$ cat src/rtl/ccw_sequencer_pkg.sv
// Shared definitions for the channel command word sequencer: state encoding,
// CCW field layout and status bit positions.
package ccw_sequencer_pkg;

    typedef enum logic [2:0] {
        S_IDLE,
        S_FETCH,
        S_FETCH_WAIT,
        S_START,
        S_WAIT_ACTIVE,
        S_WAIT_END,
        S_DONE
    } state_t;

    // CCW word layout: [31:24] command, [23:16] flags, [15:8] count, [7:0] reserved
    localparam int CMD_LSB   = 24;
    localparam int FLAGS_LSB = 16;
    localparam int COUNT_LSB = 8;

    localparam int CC_BIT = 7;  // flags: command chain
    localparam int DE_BIT = 5;  // status: device end

    localparam logic [7:0] ERR_MASK_DEFAULT   = 8'h03;
    localparam logic [7:0] LAST_PTR           = 8'hFF;
    localparam int         ACTIVE_WAIT_CYCLES = 4;

    function automatic logic [7:0] ccw_field(input logic [31:0] word, input int lsb);
        return word[lsb +: 8];
    endfunction

endpackage

$ cat src/rtl/ccw_sequencer.sv
// Walks a chain of channel command words from memory, starts each on the
// channel, and reports the final status, residual count and CCW address.
module ccw_sequencer
    import ccw_sequencer_pkg::*;
#(
    parameter int unsigned TIMEOUT_CYCLES = 65535,
    parameter logic [7:0]  ERR_MASK       = ERR_MASK_DEFAULT
) (
    input  logic        clk,
    input  logic        reset,
    input  logic        go,
    input  logic [7:0]  ccw_base,
    input  logic [7:0]  dev_address,
    output logic        mem_rd,
    output logic [7:0]  mem_addr,
    input  logic [31:0] mem_rdata,
    output logic [7:0]  ch_address,
    output logic [7:0]  ch_command,
    output logic [7:0]  ch_count,
    output logic        ch_start_strobe,
    input  logic        ch_active,
    input  logic [7:0]  ch_status,
    input  logic        ch_status_strobe,
    input  logic [7:0]  ch_res_count,
    output logic        busy,
    output logic        done,
    output logic [7:0]  done_status,
    output logic [7:0]  done_count,
    output logic [7:0]  done_ccw,
    output logic        error
);

    localparam logic [15:0] TIMEOUT_LAST = 16'(TIMEOUT_CYCLES - 1);
    localparam logic [1:0]  ACTIVE_LAST  = 2'(ACTIVE_WAIT_CYCLES - 1);

    state_t      state_q, state_d;
    logic [7:0]  ptr_q, ptr_d;
    logic        cc_q, cc_d;
    logic [7:0]  status_q, status_d;
    logic        err_q, err_d;
    logic [7:0]  res_q, res_d;
    logic [15:0] timer_q, timer_d;
    logic [1:0]  wa_q, wa_d;

    logic        mem_rd_d, strobe_d, busy_d, done_d, error_d;
    logic [7:0]  mem_addr_d, ch_address_d, ch_command_d, ch_count_d;
    logic [7:0]  done_status_d, done_count_d, done_ccw_d;

    logic [7:0]  eff_status;
    logic        eff_err;
    logic        unused_rsvd;

    assign unused_rsvd = ^{mem_rdata[7:0], mem_rdata[FLAGS_LSB +: 7]};

    always_comb begin
        // A status strobe in the same cycle as the active fall must steer the decision.
        eff_status = ch_status_strobe ? ch_status : status_q;
        eff_err    = err_q | (ch_status_strobe & (|(ch_status & ERR_MASK)));

        state_d       = state_q;
        ptr_d         = ptr_q;
        cc_d          = cc_q;
        status_d      = status_q;
        err_d         = err_q;
        res_d         = res_q;
        timer_d       = '0;
        wa_d          = '0;
        mem_addr_d    = mem_addr;
        ch_address_d  = ch_address;
        ch_command_d  = ch_command;
        ch_count_d    = ch_count;
        strobe_d      = 1'b0;
        done_d        = 1'b0;
        done_status_d = done_status;
        done_count_d  = done_count;
        done_ccw_d    = done_ccw;
        error_d       = error;

        unique case (state_q)
            S_IDLE: begin
                if (go) begin
                    ptr_d    = ccw_base;
                    err_d    = 1'b0;
                    status_d = '0;
                    res_d    = '0;
                    error_d  = 1'b0;
                    state_d  = S_FETCH;
                end
            end
            S_FETCH: state_d = S_FETCH_WAIT;
            S_FETCH_WAIT: begin
                ch_command_d = ccw_field(mem_rdata, CMD_LSB);
                ch_count_d   = ccw_field(mem_rdata, COUNT_LSB);
                cc_d         = mem_rdata[FLAGS_LSB + CC_BIT];
                ch_address_d = dev_address;
                strobe_d     = ~ch_active;
                state_d      = S_START;
            end
            S_START: begin
                // Hold off the start until the channel is idle.
                if (ch_start_strobe) state_d = S_WAIT_ACTIVE;
                else                 strobe_d = ~ch_active;
            end
            S_WAIT_ACTIVE: begin
                if (ch_active) begin
                    state_d = S_WAIT_END;
                end else if (wa_q == ACTIVE_LAST) begin
                    err_d   = 1'b1;
                    state_d = S_DONE;
                end else begin
                    wa_d = wa_q + 2'd1;
                end
            end
            S_WAIT_END: begin
                if (ch_status_strobe) status_d = ch_status;
                err_d = eff_err;
                if (!ch_active) begin
                    res_d = ch_res_count;
                    if (eff_status[DE_BIT]) begin
                        if (cc_q && !eff_err) begin
                            if (ptr_q != LAST_PTR) begin
                                ptr_d   = ptr_q + 8'd1;
                                state_d = S_FETCH;
                            end else begin
                                err_d   = 1'b1;
                                state_d = S_DONE;
                            end
                        end else begin
                            state_d = S_DONE;
                        end
                    end else begin
                        // Only a command-zero program with clean status ends quietly.
                        if (!(ch_command == 8'h00 && eff_status == 8'h00)) err_d = 1'b1;
                        state_d = S_DONE;
                    end
                end else if (timer_q == TIMEOUT_LAST) begin
                    err_d   = 1'b1;
                    state_d = S_DONE;
                end else begin
                    timer_d = timer_q + 16'd1;
                end
            end
            S_DONE:  state_d = S_IDLE;
            default: state_d = S_IDLE;
        endcase

        mem_rd_d = (state_d == S_FETCH);
        if (state_d == S_FETCH) mem_addr_d = ptr_d;
        busy_d = !(state_d inside {S_IDLE, S_DONE});
        if (state_d == S_DONE) begin
            done_d        = 1'b1;
            done_status_d = status_d;
            done_count_d  = res_d;
            done_ccw_d    = ptr_d;
            error_d       = err_d;
        end
    end

    always_ff @(posedge clk) begin
        if (reset) begin
            state_q         <= S_IDLE;
            ptr_q           <= '0;
            cc_q            <= 1'b0;
            status_q        <= '0;
            err_q           <= 1'b0;
            res_q           <= '0;
            timer_q         <= '0;
            wa_q            <= '0;
            mem_rd          <= 1'b0;
            mem_addr        <= '0;
            ch_address      <= '0;
            ch_command      <= '0;
            ch_count        <= '0;
            ch_start_strobe <= 1'b0;
            busy            <= 1'b0;
            done            <= 1'b0;
            done_status     <= '0;
            done_count      <= '0;
            done_ccw        <= '0;
            error           <= 1'b0;
        end else begin
            state_q         <= state_d;
            ptr_q           <= ptr_d;
            cc_q            <= cc_d;
            status_q        <= status_d;
            err_q           <= err_d;
            res_q           <= res_d;
            timer_q         <= timer_d;
            wa_q            <= wa_d;
            mem_rd          <= mem_rd_d;
            mem_addr        <= mem_addr_d;
            ch_address      <= ch_address_d;
            ch_command      <= ch_command_d;
            ch_count        <= ch_count_d;
            ch_start_strobe <= strobe_d;
            busy            <= busy_d;
            done            <= done_d;
            done_status     <= done_status_d;
            done_count      <= done_count_d;
            done_ccw        <= done_ccw_d;
            error           <= error_d;
        end
    end

endmodule
$ cat config.mk
export PLATFORM = sky130hd
export DESIGN_NAME = ccw_sequencer
export DESIGN_NICKNAME = d
export VERILOG_FILES = /design/src/rtl/ccw_sequencer_pkg.sv /design/src/rtl/ccw_sequencer.sv
export SDC_FILE = /design/constraint.sdc
export NUM_CORES = 1
export LEC_CHECK = 0
export BUFFER_PORTS_ARGS = -buffer_cell sky130_fd_sc_hd__buf_4
export CORE_ASPECT_RATIO = 0.5
export CORE_MARGIN = 5
export CORE_UTILIZATION = 45
export CTS_CLUSTER_DIAMETER = 120
export DETAILED_ROUTE_END_ITERATION = 8
export PLACE_DENSITY_LB_ADDON = 0.15
export SLEW_MARGIN = 20
export SYNTH_ARGS = -nofsm -noshare
export SYNTH_HDL_FRONTEND = slang
export SYNTH_SLANG_ARGS = --single-unit
$ cat constraint.sdc
create_clock -name clk -period 3.5 [get_ports clk]
set_clock_uncertainty 0.1 [all_clocks]
set_input_delay 0.175 -clock clk [delete_from_list [all_inputs] [get_ports clk]]
set_output_delay 0.175 -clock clk [all_outputs]
set_load 0.1 [all_outputs]
== Word-level counts from Yosys, hierarchy flattened ==
Cells that the tools add are included.

* Flip-flop bits (word level): 108
* Bits in latches: 0
* Bits in writable memories: 0
* ROM bits: 0
* Bits of input ports: 69
* Output and inout bits: 61
* Word-level logic and storage cells: 91
* Memories: 0

* $add $sub $neg: 3
* Multiply operators: 0
* Divide/modulo/power cells: 0
* $lt $le $gt $ge: 0
* Equality and inequality tests: 10
* Shift-type cells: 0
* Muxes and demuxes: 38
* Bitwise gates (word level): 5
* Reduce and logical (&&, ||, !) cells: 15

{| class="wikitable"
|+ Operator list
! kind !! number
|-
| $mux 8 || 9
|-
| $pmux 8 s2 || 3
|-
| $mux 3 || 9
|-
| $pmux 3 s6 || 1
|-
| $add 16x1->16 const B || 1
|-
| $eq 16x16->1 const B || 1
|-
| $logic_not 8->1 || 2
|-
| $mux 1 || 14
|-
| $eq 3x3->1 const B || 3
|-
| $add 8x1->8 const B || 1
|-
| $ne 8x8->1 const B || 1
|-
| $reduce_or 4->1 || 2
|-
| $eq 3x1->1 const B || 2
|-
| $eq 3x2->1 const B || 2
|-
| $logic_not 3->1 || 2
|-
| $reduce_bool 2->1 || 3
|-
| $not 1->1 || 3
|-
| $pmux 1 s3 || 1
|-
| $add 2x1->2 const B || 1
|-
| $eq 2x2->1 const B || 1
|-
| $logic_and 1x1->1 || 2
|-
| $logic_not 1->1 || 2
|-
| $pmux 1 s2 || 1
|-
| $reduce_and 2->1 || 1
|-
| other kinds (3) || 3
|}

== Logic depth before layout (Yosys ltp) ==
* Depth in word-level cells: 12
* Depth in mapped cells: 9
* Gate-level depth less buffers: 8

== Worst setup path after synthesis ==
OpenSTA, ideal clock, no wires.

* Path type: reg2reg
* Start point: reg timer_q[0]
* End point: reg done_count[4]
* Library setup time: 60 ps
* Arrival: 1863 ps
* Required time: 3340 ps
* Setup slack: 1477 ps
* Stages on the path, launching flop included: 10
* Path buffers: 1
* Clock period less this slack: 2023 ps
* Cells stage by stage: dfxtp_1 -> inv_1 -> ha_1 -> nand2_1 -> and4bb_2 -> a21oi_1 -> o31ai_4 -> nor2_2 -> buf_6 -> o22a_1

* Word-level cells in the longest chain between the ends: 5

{| class="wikitable"
|+ RTL lines
! item !! RTL line !! text
|-
| start: declaration || ccw_sequencer.sv:42 || <nowiki>logic [15:0] timer_q, timer_d;</nowiki>
|-
| start signal: assignment || ccw_sequencer.sv:188 || <nowiki>timer_q <= timer_d;</nowiki>
|-
| $eq 16x16->1 || ccw_sequencer.sv:136 || <nowiki>end else if (timer_q == TIMEOUT_LAST) begin</nowiki>
|-
| $mux 3 || ccw_sequencer.sv:136 ||
|-
| $mux 3 || ccw_sequencer.sv:117 || <nowiki>if (!ch_active) begin</nowiki>
|-
| $pmux 3 s6 || ccw_sequencer.sv:79 || <nowiki>unique case (state_q)</nowiki>
|-
| $eq 3x3->1 || ccw_sequencer.sv:150 || <nowiki>if (state_d == S_DONE) begin</nowiki>
|-
| end signal: assignment || ccw_sequencer.sv:199 || <nowiki>done_count <= done_count_d;</nowiki>
|-
| end: declaration || ccw_sequencer.sv:28 || <nowiki>output logic [7:0] done_count,</nowiki>
|}

No other way between the ends.
A chain may end at the register's enable or synchronous reset.

== Final worst setup path ==
* Start point: in ch_active
* End point: reg mem_addr[7]

* Word-level cells in the longest chain between the ends: 3
* Elaborated cells between the ends (all ways): 6
* Those cells by class: 1 x eq/ne; 5 x mux

{| class="wikitable"
|+ RTL lines
! item !! RTL line !! text
|-
| start: declaration || ccw_sequencer.sv:21 || <nowiki>input logic ch_active,</nowiki>
|-
| $mux 3 (on tied branches) || ccw_sequencer.sv:117, ccw_sequencer.sv:105 ||
|-
| $pmux 3 s6 || ccw_sequencer.sv:79 ||
|-
| $eq 3x1->1 || ccw_sequencer.sv:148 || <nowiki>if (state_d == S_FETCH) mem_addr_d = ptr_d;</nowiki>
|-
| end signal: assignment || ccw_sequencer.sv:191 || <nowiki>mem_addr <= mem_addr_d;</nowiki>
|-
| end: declaration || ccw_sequencer.sv:15 || <nowiki>output logic [7:0] mem_addr,</nowiki>
|}

Several ways; a longest one is shown, not always the timed one.

==> impl_metrics.toml <==
[finish]
drive_gt1_share_pct = 24.5
nets = 688
area_growth_pct = 36.8
num_antenna_cells = 0

[sta]
max_slew_margin_pct = 42.5
max_freq_mhz = 393
finalCritPeriodShare_pct = 72.8
slew_viol_final = 0
final-hold-violation-count = 0
worst_slack_ns = 0.953
min_period_ns = 2.55
worst_pin_slew_ns = 0.856
rsz0062_at_grt = "no"
finalSetupViolCount = 0
finalSetupTns_ns = 0

[global_routing]
antenna_found_initial = 0
grt_pass1_vias = 3802
grt_max_degree = 70
grt.overflow.total = 0
met1_usage_pct = 25.7
grt-busiest-layer = "met2"
grt_pass1_wl_mm = 18.7
grtUsageMet3_pct = 7.47
gr-usage-met2_pct = 30.5
grt_usage_pct = 19.5

[setup_path]
end_kind = "flip-flop"
cp_top_family = "compound AO/OA/AOI/OAI gates"
crit_fanout = 12
critPathArrivalTime_ns = 2.70
path_class = "input port to flip-flop"
path_common_cell = "nor2_1"
start_kind = "input port"
max_stage_delay_ns = 0.68
crit_chain = "dlygate4sd3_1 > buf_4 > nor2_1 > nand4_4 > or2_1 > o21ai_1 > nor2_1 > a211oi_1"
slowest_stage = "o21ai_1"
cp_num_buf_inv = 2
ff2ff_path_depth = 5
cp.depth = 8
cp.required_ns = 3.66

[clock_network]
cts-buffers-inserted = 9
postCtsSetupBuffers = 0
cts_root_buffer = "clkbuf_16"
cts_tree = "built"
clock_sinks = 108
cts_resized = 0
clockBufferDepth = 2
clk_pin_slew_ns = 0.07
hold_buffers = 36
htreeDepth = 3
clk_latency_ns = 0.34

[power]
leakagePower_nw = 2.47
swShare_pct = 29.1
internal_power_mw = 2.07
seq_power_share_pct = 44.6
p_per_area_nw_per_um2 = 495
switching_power_uw = 851
combPwrFrac_pct = 17.8
ir_worst_vdd_mv = 0.277
pwr-share-clk_pct = 37.6

[logic_synthesis]
synth_top_area_share_pct = 50.1
yosys_warnings = 0
yosysTopAreaCell = "dfxtp_1"
synth-async-reset-ratio_pct = 0
syn_area_per_cell_um2 = 9.03
synth_cell_types = 60
synth-main-ff-cell = "dfxtp_1"
ys_ff_latch = 108
ys_seq_area_share_pct = 50.1
yosys-top-cells-area = "dfxtp_1 (50%), nand2_1 (6.4%), nor2_1 (5.5%)"
netlist_area_um2 = 4320
synth_edf_count = 0
syn-num-nets = 551
synthCells = 478

[min_path]
hold_path_depth = 3
hold_class = "input port to flip-flop"

[die]
row_count = 25
die_area_um2 = 11800
coreArea_um2 = 9380
initial_core_util_pct = 46.0
die_height_um = 79.3
io_pins = 130
die_w_um = 149

[routing]
post-route-drc-count = 0
wl_per_cell_um = 15.2
viasPerCell = 5.25
vias = 3891
ant_nets = 0
wirelength_mm = 11.2
drtPass1Iterations = 4
first_iter_violations = 247

[run]
cap_violations = 0

[place]
pre_cts_ws_ns = 0.836
dp_hpwl_mm = 7.39
place.gp.congestion = 0.873
portBuffers = 114

[status]
outcome = "completed"
## cells in the final DEF, fill, tap and decap left out, types with 2 or more instances in the layout
master	count
buf_4	117
inv_1	2
and4_1	3
a22oi_1	10
nand2_1	74
nand3_1	10
a211oi_2	6
a31oi_1	3
and2_1	3
a211oi_1	9
ha_1	4
nand4_1	5
a22o_1	9
dlygate4sd3_1	36
mux2_2	2
nor4_1	6
o21ai_0	5
nand2b_1	3
nor2_2	2
or2_2	2
dfxtp_1	108
a221oi_1	5
a21oi_1	38
or4b_2	2
clkbuf_16	9
nor2b_1	2
and3_1	7
bufinv_16	2
clkinv_2	2
nand4b_1	2
xor2_1	9
nor2_1	63
nor3_1	8
o21ai_1	2
xnor2_1	5
o22a_1	17
## registers in the layout, indices dropped and copies added (netlist names), 8 cells and up
name         cells
status_q         8
mem_addr         8
timer_q         16
done_status      8
ch_count         8
done_count       8
ch_address       8
res_q            8
done_ccw         8
ptr_q            8
ch_command       8
## worst register-to-register path, delay by kind of cell (launching register included)
family	cells	cell delay, ns
AND/OR/NAND/NOR	3	1.08
AO/OA/AOI/OAI	2	0.73
flip-flops	1	0.45
## stage by stage
stage	instance area, um^2	instances	util (%)	hold WS [ns]	total power [mW]
floorplan	4320	478	-	0.158	1.68
global placement	5210	689	55.6	0.318	1.81
detailed placement	5210	689	55.6	0.321	1.82
CTS	5900	741	62.9	0.0389	2.95
global route	5900	741	62.9	0.0652	3.04
finish	5900	741	62.9	0.0456	2.92
## layer usage
metal	up-vias	part of all wire, %
met1	1810	47
met5	-	0
li1	1980	-
met2	92	44
met3	9	7.4
met4	0	0.69
## path summary, 6_finish.rpt
kind,start,end,slack (ns)
max,ch_active,mem_addr[7],0.95
min,ch_status[7],status_q[7],0.05
max reg2reg,state_q[2],mem_addr[7],0.99
min reg2reg,ch_count[3],ch_count[3],0.36
## cell families after synthesis
kind of cell / after synthesis / synth area share (%)
AND/OR/NAND/NOR: 202 / 22.1
AO/OA/AOI/OAI: 118 / 19.9
flip-flops: 108 / 50.1
buffers and inverters: 30 / 3.33
XOR/XNOR: 14 / 2.84
adder cells (fa/ha/maj): 4 / 1.16
multiplexers: 2 / 0.522
## power by group through the flow
stage / clock network [mW] / registers [mW] / logic, mW
final: 1.10 / 1.30 / 0.520
after global routing: 1.18 / 1.31 / 0.553
after CTS: 1.12 / 1.30 / 0.519
after detailed placement: 0 / 1.33 / 0.486
after global placement: 0 / 1.33 / 0.484
after floorplan: 0 / 1.54 / 0.144
## cells in the mapped netlist (2+ instances only)
library cell / n
dfxtp_1: 108
mux2_2: 2
nand4_1: 5
a211oi_2: 5
nand2b_1: 3
nor2b_1: 2
ha_1: 4
nor4_1: 6
xnor2_1: 5
and2_1: 3
clkbuf_1: 18
buf_4: 3
a221oi_1: 5
nand2_1: 74
nor2_2: 2
nor2_1: 63
nand3_1: 10
a22oi_1: 10
and3_1: 7
and4_1: 3
inv_1: 2
a22o_1: 9
or4b_2: 2
buf_2: 4
o22a_1: 17
o21ai_0: 5
o21ai_1: 2
or2_2: 2
xor2_1: 9
a211oi_1: 10
a31oi_1: 3
nor3_1: 8
nand4b_1: 2
a21oi_1: 38
buf_6: 2
## area by class of cell
class	count	area, um^2
Clock buffer	10	239
Clock inverter	6	86.3
Fill cell	797	3480
Inverter	3	11.3
Multi-Input combinational cell	340	2020
Sequential cell	108	2160
Tap cell	121	151
Timing Repair Buffer	153	1240
(Power assumes the default switching activity.)
